## config.mk

```make
export PLATFORM = sky130hd
export DESIGN_NAME = cpx_vec_pack
export DESIGN_NICKNAME = d
export VERILOG_FILES = /design/src/rtl/cpx_vec_pack.sv
export SDC_FILE = /design/constraint.sdc
export NUM_CORES = 1
export LEC_CHECK = 0
export ABC_AREA = 1
export CAP_MARGIN = 10
export CORE_MARGIN = 1
export CORE_UTILIZATION = 35
export DETAILED_ROUTE_END_ITERATION = 10
export GPL_TIMING_DRIVEN = 0
export PLACE_DENSITY = 0.59
export SYNTH_ARGS = -nofsm -noshare
export SYNTH_HDL_FRONTEND = slang
export SYNTH_SLANG_ARGS = --single-unit
```

## constraint.sdc

```tcl
create_clock -name clk -period 1.6 [get_ports clk]
set_clock_uncertainty 0.1 [all_clocks]
set_input_delay 0.16 -clock clk [delete_from_list [all_inputs] [get_ports clk]]
set_output_delay 0.16 -clock clk [all_outputs]
set_load 0.005 [all_outputs]
```

## src/rtl/cpx_vec_pack.sv

```systemverilog
// cpx_vec_pack: packs a serial complex I/Q stream into length-element vectors.
// Build option: define CPX_VEC_PACK_SLIDE_EN for a stride-1 sliding window.
module cpx_vec_pack #(
    parameter int i_bits   = 12,
    parameter int q_bits   = 12,
    parameter int length   = 5,
    parameter int cnt_bits = 8
) (
    input  logic                       clk,
    input  logic                       rst_n,
    input  logic                       m_axis_sample_tvalid,
    output logic                       s_axis_sample_tready,
    input  logic [i_bits-1:0]          sample_i,
    input  logic [q_bits-1:0]          sample_q,
    input  logic                       flush,
    output logic                       s_axis_vec_tvalid,
    input  logic                       m_axis_vec_tready,
    output logic [i_bits*length-1:0]   xi,
    output logic [q_bits*length-1:0]   xq
);

    typedef enum logic {
        FILL,
        HOLD
    } state_t;

    localparam logic [cnt_bits-1:0] LEN = cnt_bits'(length);

    state_t               state, state_nx;
    logic [cnt_bits-1:0]  count, count_nx, cnt_inc;
    logic                 vld, vld_nx;
    logic                 accept, vec_hs;
    logic [i_bits*length-1:0] xi_r;
    logic [q_bits*length-1:0] xq_r;

    assign s_axis_sample_tready = (state == FILL) && rst_n;
    assign accept = m_axis_sample_tvalid && s_axis_sample_tready && !flush;
    assign vec_hs = vld && m_axis_vec_tready;

    // A full window (slide mode) stays full as samples shift through.
    assign cnt_inc = (count == LEN) ? LEN : count + cnt_bits'(1);

    always_comb begin
        state_nx = state;
        count_nx = count;
        vld_nx   = vld;
        if (flush) begin
            state_nx = FILL;
            count_nx = '0;
            vld_nx   = 1'b0;
        end else begin
            unique case (state)
                FILL: begin
                    if (accept) begin
                        count_nx = cnt_inc;
                        if (cnt_inc == LEN) begin
                            state_nx = HOLD;
                            vld_nx   = 1'b1;
                        end
                    end
                end
                HOLD: begin
                    if (vec_hs) begin
                        state_nx = FILL;
                        vld_nx   = 1'b0;
`ifdef CPX_VEC_PACK_SLIDE_EN
                        count_nx = LEN;
`else
                        count_nx = '0;
`endif
                    end
                end
            endcase
        end
    end

    always_ff @(posedge clk or negedge rst_n) begin
        if (!rst_n) begin
            state <= FILL;
            count <= '0;
            vld   <= 1'b0;
        end else begin
            state <= state_nx;
            count <= count_nx;
            vld   <= vld_nx;
        end
    end

    // Newest sample enters the top element; element 0 is the oldest.
    always_ff @(posedge clk or negedge rst_n) begin
        if (!rst_n) begin
            xi_r <= '0;
            xq_r <= '0;
        end else if (accept) begin
            xi_r <= {sample_i, xi_r[i_bits*length-1:i_bits]};
            xq_r <= {sample_q, xq_r[q_bits*length-1:q_bits]};
        end
    end

    assign s_axis_vec_tvalid = vld;
    assign xi = xi_r;
    assign xq = xq_r;

endmodule

```

==> flow_summary.toml, run 1 <==
[setup_path]
start_kind = "flip-flop"
arrival_ps = 1780
r2r_cells = 9
r2r-end = "xq[42]"
critPathKind = "flip-flop to flip-flop"
r2r_slack_ps = 20
r2r-start = "state"
cp_max_fo = 10
end_kind = "flip-flop"
cp.required_ps = 1800

[logic_synthesis]
synth_top_cell_by_area = "dfrtp_1"
syn_nets = 612
synthesis.area_sq_um = 5110
async_reset_ff_share_pct = 100
synth_common_cells = "nand2_1 (332), dfrtp_1 (130), inv_1 (26)"
synthTopCellsByArea = "dfrtp_1 (64%), nand2_1 (24%), o21ai_0 (2.2%)"
synth-edff-count = 0
ys.flop_type = "dfrtp_1"
yosysWarningCount = 0
yosysSeqAreaShare_pct = 63.7
yosysUniqueCellTypes = 20
synth.avg_cell_area_sq_um = 8.79
syn_inst = 581
synth_most_common_cell = "nand2_1"
yosys_register_bits = 130
synth_largest_type_area_fraction_pct = 63.7

[global_route]
track_usage_pct = 20.1
grt_pass1_vias = 4391
grt_remaining_overflow = 0
grt_pass1_wl_um = 22600
antenna_found_initial = 0
grt_max_degree = 102

[run_status]
status = "finished clean"

[worst_hold_path]
hold_depth = 3
hp-start = "sample_q[7]"
hold_path.class = "input port to flip-flop"
whs_endpoint = "xq[55]"

[cts]
clockBufferDepth = 2
cts_root_buf = "clkbuf_16"
path_clk_slew_ps = 60
insertion_delay_ps = 410
htree_num_levels = 4
numCtsBuffers = 17
cts_tree = "built"
cts_sinks = 130

[routing]
drt-total-wl_um = 15000
initialDrtViolationCount = 241
routed_via_density = 4.60
route.detailed.drc = 0
ant_nets = 0
post_drt_wl_per_cell_um = 15.0
first_pass_iters = 4
via_count = 4598

[job]
maxCapViolCount = 0

[floorplanning]
fp.dieH_um = 123
num_rows = 43
fp.dieArea_sq_um = 15100
ios = 151
coreArea_sq_um = 14000
initial_core_util_pct = 36.4
die_width_um = 123

[final_layout]
antenna_cells = 0
layout.nets = 838
area_growth_pct = 63.3
drive_gt1_share_pct = 17.7
fillCellCount = 1202

[placement]
dp_hpwl_um = 10100
port-buffer-count = 150
gp_congestion = 0.803

[sta]
worst_pin_slew_ps = 502
rsz0062_at_grt = "yes"
period_minus_slack_ps = 1580
max_clock_freq_mhz = 632
setup_tns_ps = 0
min_period_over_period_pct = 98.9
setup_viol = 0
drv_slew = 0
hold_violations = 0
relSlewSlack_pct = 66.5
whs_ps = 182

[power_and_ir_drop]
p_total_w = 0.0116
peakVddDrop_mv = 0.740
powerDensity_nw_per_um2 = 1390
leakagePower_nw = 4.75
-- logic make-up after synthesis --
family,Yosys count,share of synthesized area [%]
buffers and inverters,54,4.92
and+or+nand+nor,354,26.6
xor gates and xnor gates,1,0.172
AOI/OAI and AO/OA,40,4.14
adders and majority gates,2,0.490
DFF,130,63.7
-- flip-flops by register name, summed over array words and instances (netlist names) --
name and count:
count 8, xi 60, s_axis_vec_tvalid 1, state 1, xq 60
-- layout by cell type, fill, tap and decap left out, types with 3 or more instances in the layout --
| master | instances |
|---|---|
| nand3_1 | 10 |
| buf_2 | 5 |
| dfrtp_1 | 128 |
| buf_12 | 4 |
| buf_4 | 51 |
| clkbuf_2 | 4 |
| o21ai_1 | 10 |
| clkinvlp_4 | 3 |
| dlygate4sd2_1 | 14 |
| clkinv_2 | 3 |
| clkbuf_16 | 21 |
| nand2_1 | 314 |
| nand2_2 | 18 |
| buf_8 | 4 |
| clkdlybuf4s50_1 | 94 |
| buf_6 | 11 |
| bufinv_16 | 6 |
| nor2_1 | 6 |
| dlymetal6s2s_1 | 40 |
| a21oi_1 | 3 |
| inv_1 | 25 |
| o21ai_0 | 22 |
| o22ai_1 | 3 |
-- worst max path at each step --
stage / slack (ps) / to / startpoint
2_1_floorplan: 160 / xi[12] / state
6_report: 20 / xq[42] / state
5_1_grt: -60 / xq[42] / state
3_5_place_dp: -240 / xi[59] / rst_n
4_1_cts: 0.3 / xq[45] / xq[45]
3_3_place_gp: -5030 / xi[5] / rst_n
-- where the power goes --
group	internal [W]	switching (W)
clock network	0.00296	0.00143
logic	0.00169	0.00104
registers	0.00397	0.000517
-- per-stage QoR --
stage          worst slack [ps]  instances  cell area [sq um]  util (%)
2_1_floorplan               159        581               5110         -
3_3_place_gp              -5030        911               6830      48.7
3_5_place_dp               -241        912               6860      48.9
4_1_cts                   0.287        965               7750      55.2
5_1_grt                   -57.7       1000               8340      59.4
6_report                   18.2       1000               8340      59.4
-- layout make-up --
type	count	area (sq um)	area share, %
Tap cell	180	225	2.70
Clock buffer	18	439	5.27
Timing Repair Buffer	207	2130	25.5
Inverter	27	109	1.31
Multi-Input combinational cell	397	1670	20.1
Buffer	27	273	3.27
Clock inverter	14	235	2.82
Sequential cell	130	3260	39.0
-- worst max-delay path, cell delays in order, from the launching register on --
cell and delay, ps:
dfrtp_1 410, nor2_2 140, nand2_2 90, nor2_4 130, buf_12 130, inv_8 50, buf_12 140, buf_8 140
nand2_1 60, nand2_1 50
-- repair_timing --
item	in CTS	in global routing
cloned	0	4
hold buffers	2	0
endpoints found under the hold margin	130	0
endpoints found under the setup margin	143	163
resized for setup	34	100
pin swaps	3	5
setup buffers	19	31
-- metal layers --
metal	wire length, um	up-vias	share of wire (%)	global-route usage [%]
li1	-	2241	-	-
met1	6580	2207	44	26.9
met2	7200	135	48	31.7
met3	1030	15	6.9	4.79
met4	180	0	1.2	7.09
met5	0	-	0	0
(Power assumes the default switching activity.)
==> inputs of run 2 (changes only) <==
--- a/config.mk
+++ b/config.mk
@@ -8,10 +8,10 @@
 export ABC_AREA = 1
 export CAP_MARGIN = 10
 export CORE_MARGIN = 1
-export CORE_UTILIZATION = 35
+export CORE_UTILIZATION = 47
 export DETAILED_ROUTE_END_ITERATION = 10
 export GPL_TIMING_DRIVEN = 0
-export PLACE_DENSITY = 0.59
+export PLACE_DENSITY = 0.77
 export SYNTH_ARGS = -nofsm -noshare
 export SYNTH_HDL_FRONTEND = slang
 export SYNTH_SLANG_ARGS = --single-unit
==> run 2 against run 1 <==
Compared with the run above: the flow now finishes with violations (hold timing, setup timing); sequential share of layout area is 1.3 points higher; die area down 25%; utilization up 18 points; sequential power shrank 2%; via count increased by 6.4%; largest cell class unchanged; global-route usage increased by 8.6 points; total power is 5.0% lower.
==> flow_summary.toml, run 2 (synthesized netlist as in run 1, its figures left out) <==
[run_status]
status = "finished with violations"
violations = "hold timing, setup timing"

[power_and_ir_drop]
p_sw_w = 0.00309
p_clk_share_pct = 35.9
swShare_pct = 28.0
powerDensity_nw_per_um2 = 1370
pwr-share-seq_pct = 39.9
p_int_w = 0.00793
peakVddDrop_mv = 0.811
p_comb_share_pct = 24.2
leakagePower_nw = 4.59
p_total_w = 0.0110

[floorplanning]
die_width_um = 106
num_rows = 37
fp.dieArea_sq_um = 11300
initial_core_util_pct = 49.0
coreArea_sq_um = 10400
fp.dieH_um = 106
ios = 151

[sta]
drv_slew = 0
whs_ps = -545
min_period_over_period_pct = 100
setup_tns_ps = -6.82
rsz0062_at_grt = "yes"
fin_ws_ps = -6.82
max_clock_freq_mhz = 622
worst_pin_slew_ps = 379
period_minus_slack_ps = 1610
hold_violations = 130
relSlewSlack_pct = 74.7
setup_viol = 1

[global_route]
grt_pass1_vias = 4970
grt_pass1_wl_um = 24400
antenna_found_initial = 0
grt_max_degree = 49
track_usage_pct = 28.7
grt_remaining_overflow = 0

[setup_path]
worst_path_most_repeated_cell = "nand2_1"
r2r_cells = 9
cp_top_family = "simple AND/OR/NAND/NOR gates"
cp.required_ps = 1960
cp_num_buf_inv = 1
r2r-start = "count[1]"
cp.depth = 9
critPathLaunch = "count[1]"
slowest_stage = "dfrtp_2"
start_kind = "flip-flop"
cp_max_fo = 3
crit_chain = "buf_4 -> nand2_1 -> nor2_1 -> nand2_1 -> nand2_1 -> nand3_2 -> nor2_2 -> nand3_2 -> a21oi_2"
cp_slowest_stage_delay_ps = 440
critPathKind = "flip-flop to flip-flop"
end_kind = "flip-flop"
arrival_ps = 1970

[routing]
initialDrtViolationCount = 336
first_pass_iters = 5
ant_nets = 0
route.detailed.drc = 0
drt-total-wl_um = 16200
routed_via_density = 4.99
via_count = 4892
post_drt_wl_per_cell_um = 16.6

[final_layout]
layout_common_cells = "nand2_1 (329), dfrtp_1 (128), dlygate4sd2_1 (122)"
drive_gt1_share_pct = 19.3
fillCellCount = 692
antenna_cells = 0
layout.nets = 864
mostFrequentLayoutCell = "nand2_1"
area_growth_pct = 58.0
stdcell_count = 980

[placement]
preCtsSetupSlack_ps = -747
gp_congestion = 0.859
dp_hpwl_um = 9580
placedCellCount = 868
port-buffer-count = 150

[cts]
numCtsBuffers = 17
path_clk_slew_ps = 60
insertion_delay_ps = 530
cts_root_buf = "clkbuf_8"
cts_tree = "built"
cts-hold-fix-buffers = 1
htree_num_levels = 4
cts_sinks = 130
clockBufferDepth = 2

[job]
maxCapViolCount = 0

[worst_hold_path]
hold_path.class = "input port to async pin"
## run 2: cell types whose count changed in the layout (fill, tap and decap cells not counted), moves of 5 or more
cell | previous run | this run
clkdlybuf4s50_1 | 94 | 27
dlymetal6s2s_1 | 40 | 0
nand2_1 | 314 | 329
dlygate4sd2_1 | 14 | 122
nand2_2 | 18 | 3
buf_6 | 11 | 6
buf_4 | 51 | 86
## run 2: cell type report
type                       instances  area, sq um  share of cell area, %
sequential                       130         3260                   40.3
timing repair buffer             232         2050                   25.4
multi-input combinational        397         1670                   20.7
clock buffer                      17          414                   5.13
buffer                            27          204                   2.53
clock inverter                    13          188                   2.33
tap                              136          170                   2.11
inverter                          27          106                   1.32
timing repair inverter             1         5.00                 0.0620
## run 2: metal layers
layer  global-route usage [%]  wire length (um)  vias to the layer above  share of wire (%)
li1                         -                 -                     2289                  -
met3                     7.42              1160                       36                7.2
met2                     49.9              8360                      217                 51
met1                     34.3              6320                     2350                 39
met4                     10.3               389                        0                2.4
met5                        0                 0                        -                  0
## run 2: worst paths after layout
path / endpoint / slack, ps
max: s_axis_vec_tvalid / -7
min: xi[10] / -550
max reg2reg: s_axis_vec_tvalid / -7
min reg2reg: xi[8] / 370
max in group asynchronous: count[0] / 1270
min in group clk: xq[51] / 70
## run 2: power by group through the flow
| stage | Combinational, W | Clock [W] | Sequential [W] |
|---|---|---|---|
| floorplan | 0.000598 | 0 | 0.00451 |
| global placement | 0.00229 | 0 | 0.00452 |
| detailed placement | 0.00236 | 0 | 0.00456 |
| CTS | 0.00258 | 0.00395 | 0.00437 |
| global route | 0.00290 | 0.00413 | 0.00447 |
| finish | 0.00266 | 0.00395 | 0.00440 |
## run 2: repair_timing
item	CTS	global route
pin swaps	2	8
resized for setup	130	51
buffers inserted	72	6
gates cloned	1	2
setup endpoints to repair	247	119
hold endpoints to repair	130	130
## run 2: stage by stage
stage	utilization, %	cell area [sq um]	hold WS [ps]
after global placement	65.1	6780	354
final	77.5	8070	-545
after CTS	75.6	7870	-544
after detailed placement	65.4	6810	-26.6
after global routing	77.5	8070	-545
after floorplan	-	5110	-236
==> inputs of run 3 (changes only) <==
--- a/config.mk
+++ b/config.mk
@@ -9,6 +9,7 @@
 export CAP_MARGIN = 10
 export CORE_MARGIN = 1
 export CORE_UTILIZATION = 47
+export CTS_CLUSTER_SIZE = 12
 export DETAILED_ROUTE_END_ITERATION = 10
 export GPL_TIMING_DRIVEN = 0
 export PLACE_DENSITY = 0.77
==> results of run 3 <==
Same layout as run 2: the final DEF is identical, and so are final timing and power.
==> RTL change 1 (settings of run 2) <==
The option `CPX_VEC_PACK_SLIDE_EN` is turned on by a define.
--- a/src/rtl/cpx_vec_pack.sv
+++ b/src/rtl/cpx_vec_pack.sv
@@ -1,5 +1,7 @@
 // cpx_vec_pack: packs a serial complex I/Q stream into length-element vectors.
 // Build option: define CPX_VEC_PACK_SLIDE_EN for a stride-1 sliding window.
+`define CPX_VEC_PACK_SLIDE_EN
+
 module cpx_vec_pack #(
     parameter int i_bits   = 12,
     parameter int q_bits   = 12,
Check against the original RTL: not equivalent (Yosys sat finds a counterexample within 10 cycles, from zero or initial values and one cycle with rst_n low).
==> RTL change 1 against run 2 <==
  * Wire length shrank 3.4%
  * Sequential cell count is the same
  * Final area grew 1.3%
  * Clock power grew 12%
  * Critical endpoint unchanged
  * Die area grew 1.3%
  * The run ends with negative setup slack left
  * Via count shrank 0.39%
  * Area after synthesis grew 1.3%
  * Maximum frequency shrank 1.0%
  * Largest power group unchanged
  * Combinational power grew 11%
  * Total power grew 7.7%
  * Worst setup slack lost 17 ps
==> RTL change 1: results (changes against run 2) <==
| Metric | Value |
|---|---|
| Comb_multi_in | 398 (+0.25%) |
| P_seq | 0.00450 W (+2%) |
| Seq/total area | 0.398 (-0.00540) |
| First-pass GRT wire length | 24800 microns (+1.6%) |
| First DRT Iteration DRCs | 347 (+3.3%) |
| Combinational power | 0.00294 W (+11%) |
| Inverter count | 26 (-7.1%) |
| Mapped Nets | 612 (unchanged) |
| Pre-CTS WS | -165 ps (+582 ps) |
| Setup ws final | -23.4 ps (-16.6 ps) |
| Leak Pwr | 4.64 nW (+0.99%) |
| Routability cong. | 0.833 (-3.0%) |
| Clock network area share | 0.0828 (+0.00821) |
| Area share of fa/ha/maj cells after synthesis | 0.00484 (-0.0000640) |
| Fraction of area in multi-input gates | 0.211 (+0.00389) |
| WL/cell | 15.9 microns (-3.7%) |
| Setup Buffers After CTS | 76 (+5.6%) |
| GRT met3 Usage | 0.0626 (-0.0116) |
| Drt total wl | 15700 microns (-3.4%) |
| Switch share | 0.272 (-0.00834) |
| Post-synth top cells | nand2_1 (332), dfrtp_1 (130), inv_1 (24), o21ai_0 (18), nand3_1 (11) |
| Post-CTS resize count | 125 (-3.8%) |
| Failing checks | negative setup slack |
| Outcome | finished with violations |
| Largest net degree at the start of global routing | 95 (+94%) |
| Relative slew slack | 0.679 (-0.0681) |
| Final setup fails | 1 (unchanged) |
| CP max FO | 4 (+1) |
| Number of clock buffers in the layout | 18 (+1) |
| # hold bufs at CTS | 2 (+1) |
| Compound-Gate Fraction of Synth Area | 0.0423 (+0.000910) |
| DR WL met3 | 846 microns (-27%) |
| Seq cells | 130 (unchanged) |
| Nets | 865 (+0.12%) |
| Area occupied by multi-input gates | 1730 sq um (+3.2%) |
| CP max stage delay | 420 ps (-20 ps) |
| Signal buffers | 261 (+0.77%) |
| WHS | 43.8 ps (+589 ps) |
| M1 WL | 6400 microns (+1.2%) |
| Part of the Yosys area used for sequential elements | 0.629 (-0.00832) |
| Met1 Track Usage GR | 0.348 (+0.00586) |
| Vias in the first global route | 4964 (-0.12%) |
| Multiplexer share of the synthesized area | 0 (unchanged) |
| Gr usage total | 0.288 (+0.000929) |
| Share of cells above drive strength 1 | 0.211 (+0.0182) |
| Post-synthesis xor/xnor area fraction | 0.00169 (-0.0000224) |
| Wire length on met2 | 8110 microns (-3.0%) |
| Synth Flop Type | dfrtp_1 |
| HPWL after DPL | 9610 microns (+0.33%) |
| FILL cells | 694 (+0.29%) |
| Synthesized area per cell | 8.91 sq um (+1.3%) |
| CP max-delay cell | dfrtp_1 |
| Setup total negative slack | -23.4 ps (-16.6 ps) |
| Global Route met2 Usage | 0.500 (+0.00139) |
| Internal power | 0.00864 W (+9.0%) |
| Maximum VDD drop | 869 uV (+7.1%) |
| Post-synth cell types | 21 (+5.0%) |
| Main area contributors after synthesis | dfrtp_1 (63%), nand2_1 (24%), o21ai_0 (1.7%) |
| Non-clk buf share | 0.275 (-0.00486) |
-- RTL change 1: cell count changes in the layout (fill, tap and decap cells not counted), moves of 3 or more --
| cell | before | now |
|---|---|---|
| nand2_2 | 3 | 18 |
| bufinv_16 | 4 | 7 |
| o21ai_0 | 22 | 17 |
| nand2_1 | 329 | 314 |
-- RTL change 1: path summary, 6_finish.rpt --
kind,from,endpoint,cells after the start
max,count[1]$_DFFE_PN0P_,s_axis_vec_tvalid$_DFFE_PN0P_,8
min,rst_n,count[2]$_DFFE_PN0P_,3
max reg2reg,count[1]$_DFFE_PN0P_,s_axis_vec_tvalid$_DFFE_PN0P_,8
min reg2reg,xq[7]$_DFFE_PN0P_,xq[7]$_DFFE_PN0P_,2
max in group asynchronous,rst_n,xq[34]$_DFFE_PN0P_,4
min in group clk,sample_q[3],xq[51]$_DFFE_PN0P_,3
==> RTL change 2 (settings of run 2) <==
Without the edit above. Compare `count` against `LEN` with >= in place of ==.
--- a/src/rtl/cpx_vec_pack.sv
+++ b/src/rtl/cpx_vec_pack.sv
@@ -38,7 +38,7 @@
     assign vec_hs = vld && m_axis_vec_tready;
 
     // A full window (slide mode) stays full as samples shift through.
-    assign cnt_inc = (count == LEN) ? LEN : count + cnt_bits'(1);
+    assign cnt_inc = (count >= LEN) ? LEN : count + cnt_bits'(1);
 
     always_comb begin
         state_nx = state;
Function: same outputs for any inputs over 10 cycles, from zero or initial values and one cycle with rst_n low; that may be too few to reach the edited logic, so the function may still have changed.
==> RTL change 2 against run 2 <==
  * The flow finishes with violations (negative hold slack)
  * Non-clock buffer count decreased by 13
  * Wire length decreased by 10%
  * Total power increased by 5.1%
  * Final area shrank 2.0%
  * Sequential cell count did not move
  * Sequential share of layout area is 0.82 points higher
  * Area after synthesis decreased by 1.2%
  * Worst setup slack improved by 57 ps
==> RTL change 2: results (changes against run 2) <==
| Metric | Value |
|---|---|
| Compound-Gate Fraction of Synth Area | 0.0374 (-0.00398) |
| Share of cells above drive strength 1 | 0.173 (-0.0202) |
| Non-clk buf share | 0.273 (-0.00636) |
| Post-synth cell types | 18 (-10%) |
| WL/cell | 15.5 microns (-6.6%) |
| M1 WL | 6020 microns (-4.8%) |
| Global Route met2 Usage | 0.472 (-0.0276) |
| First DRT Iteration DRCs | 242 (-28%) |
| Leak Pwr | 4.51 nW (-1.7%) |
| Seq/total area | 0.412 (+0.00817) |
| Vias in the first global route | 4560 (-8.2%) |
| WHS | -586 ps (-40.8 ps) |
| Power share of the combinational group | 0.220 (-0.022) |
| Placed cell count | 839 (-3.3%) |
| Routability cong. | 0.784 (-8.8%) |
| Post-synthesis xor/xnor area fraction | 0 (-0.00171) |
| Signal buffers | 246 (-5.0%) |
| Outcome | finished with violations |
| Part of the Yosys area used for sequential elements | 0.644 (+0.00742) |
| Switch share | 0.262 (-0.0184) |
| Later-pin clock latency in the skew report | 510 ps (-20 ps) |
| Post-synth top cells | nand2_1 (310), dfrtp_1 (130), o21ai_0 (31), inv_1 (27), buf_6 (10) |
| Met1 Track Usage GR | 0.335 (-0.00773) |
| Hold Fails Final Rpt | 94 (-28%) |
| GRT met3 Usage | 0.0569 (-0.0173) |
| CP max FO | 5 (+2) |
| Clock network area share | 0.0903 (+0.0157) |
| 1st-pass router iterations | 7 (+2) |
| Relative slew slack | 0.745 (-0.00231) |
| Failing checks | negative hold slack |
| HPWL after DPL | 9210 microns (-3.8%) |
| Crit path DAT | 1840 ps (-130 ps) |
| Synthesized area per cell | 9.15 sq um (+4.0%) |
| Via count | 4525 (-7.5%) |
| Gr usage total | 0.270 (-0.0172) |
| DR WL met3 | 657 microns (-44%) |
| Mapped Nets | 584 (-4.6%) |
| Wire length on met2 | 7650 microns (-8.4%) |
| Area occupied by multi-input gates | 1500 sq um (-10%) |
## RTL change 2: changes by cell type in the layout (fill, tap and decap cells not counted), sizes merged, moves of 2 or more
cell      before  now
buf          103   92
bufinv         4    8
clkbuf        23   20
clkinv         7    2
clkinvlp       3    1
inv           27   32
nand2        332  311
nand3         11    6
o32ai          2    0
## RTL change 2: worst max-delay path by stage
stage / end / slack, ps / startpoint / cells past startpoint
floorplan: xi[45]$_DFFE_PN0P_ / 220 / state$_DFF_PN0_ / 8
global route: s_axis_vec_tvalid$_DFFE_PN0P_ / -50 / count[0]$_DFFE_PN0P_ / 7
finish: s_axis_vec_tvalid$_DFFE_PN0P_ / 50 / count[0]$_DFFE_PN0P_ / 6
detailed placement: xi[9]$_DFFE_PN0P_ / -770 / rst_n / 10
global placement: xi[14]$_DFFE_PN0P_ / -4960 / rst_n / 9
CTS: s_axis_vec_tvalid$_DFFE_PN0P_ / 7 / count[0]$_DFFE_PN0P_ / 7
## RTL change 2: cells by family (layout without fill, tap and decap cells)
logic type,count (synthesis),count (layout)
buf+inv,54,306
fa+ha+maj,3,3
simple gates,328,328
compound gates,37,37
flops,130,130
## RTL change 2: timing repair
item | CTS | global route
pin swaps | 0 | 1
resized for setup | 127 | 18
endpoints found under the hold margin | 94 | 130
buffers inserted | 65 | 1
endpoints found under the setup margin | 246 | 116
gates cloned | 1 | 0
## RTL change 2: stage by stage
stage | total power [W] | instance area (sq um) | setup slack [ps] | setup TNS [ps]
6_report | 0.0116 | 7910 | 50.5 | 0
5_1_grt | 0.0121 | 7910 | -48.6 | -64.3
4_1_cts | 0.0116 | 7840 | 6.60 | 0
3_5_place_dp | 0.00687 | 6750 | -768 | -85380
3_3_place_gp | 0.00677 | 6720 | -4960 | -1232850
2_1_floorplan | 0.00509 | 5050 | 224 | 0
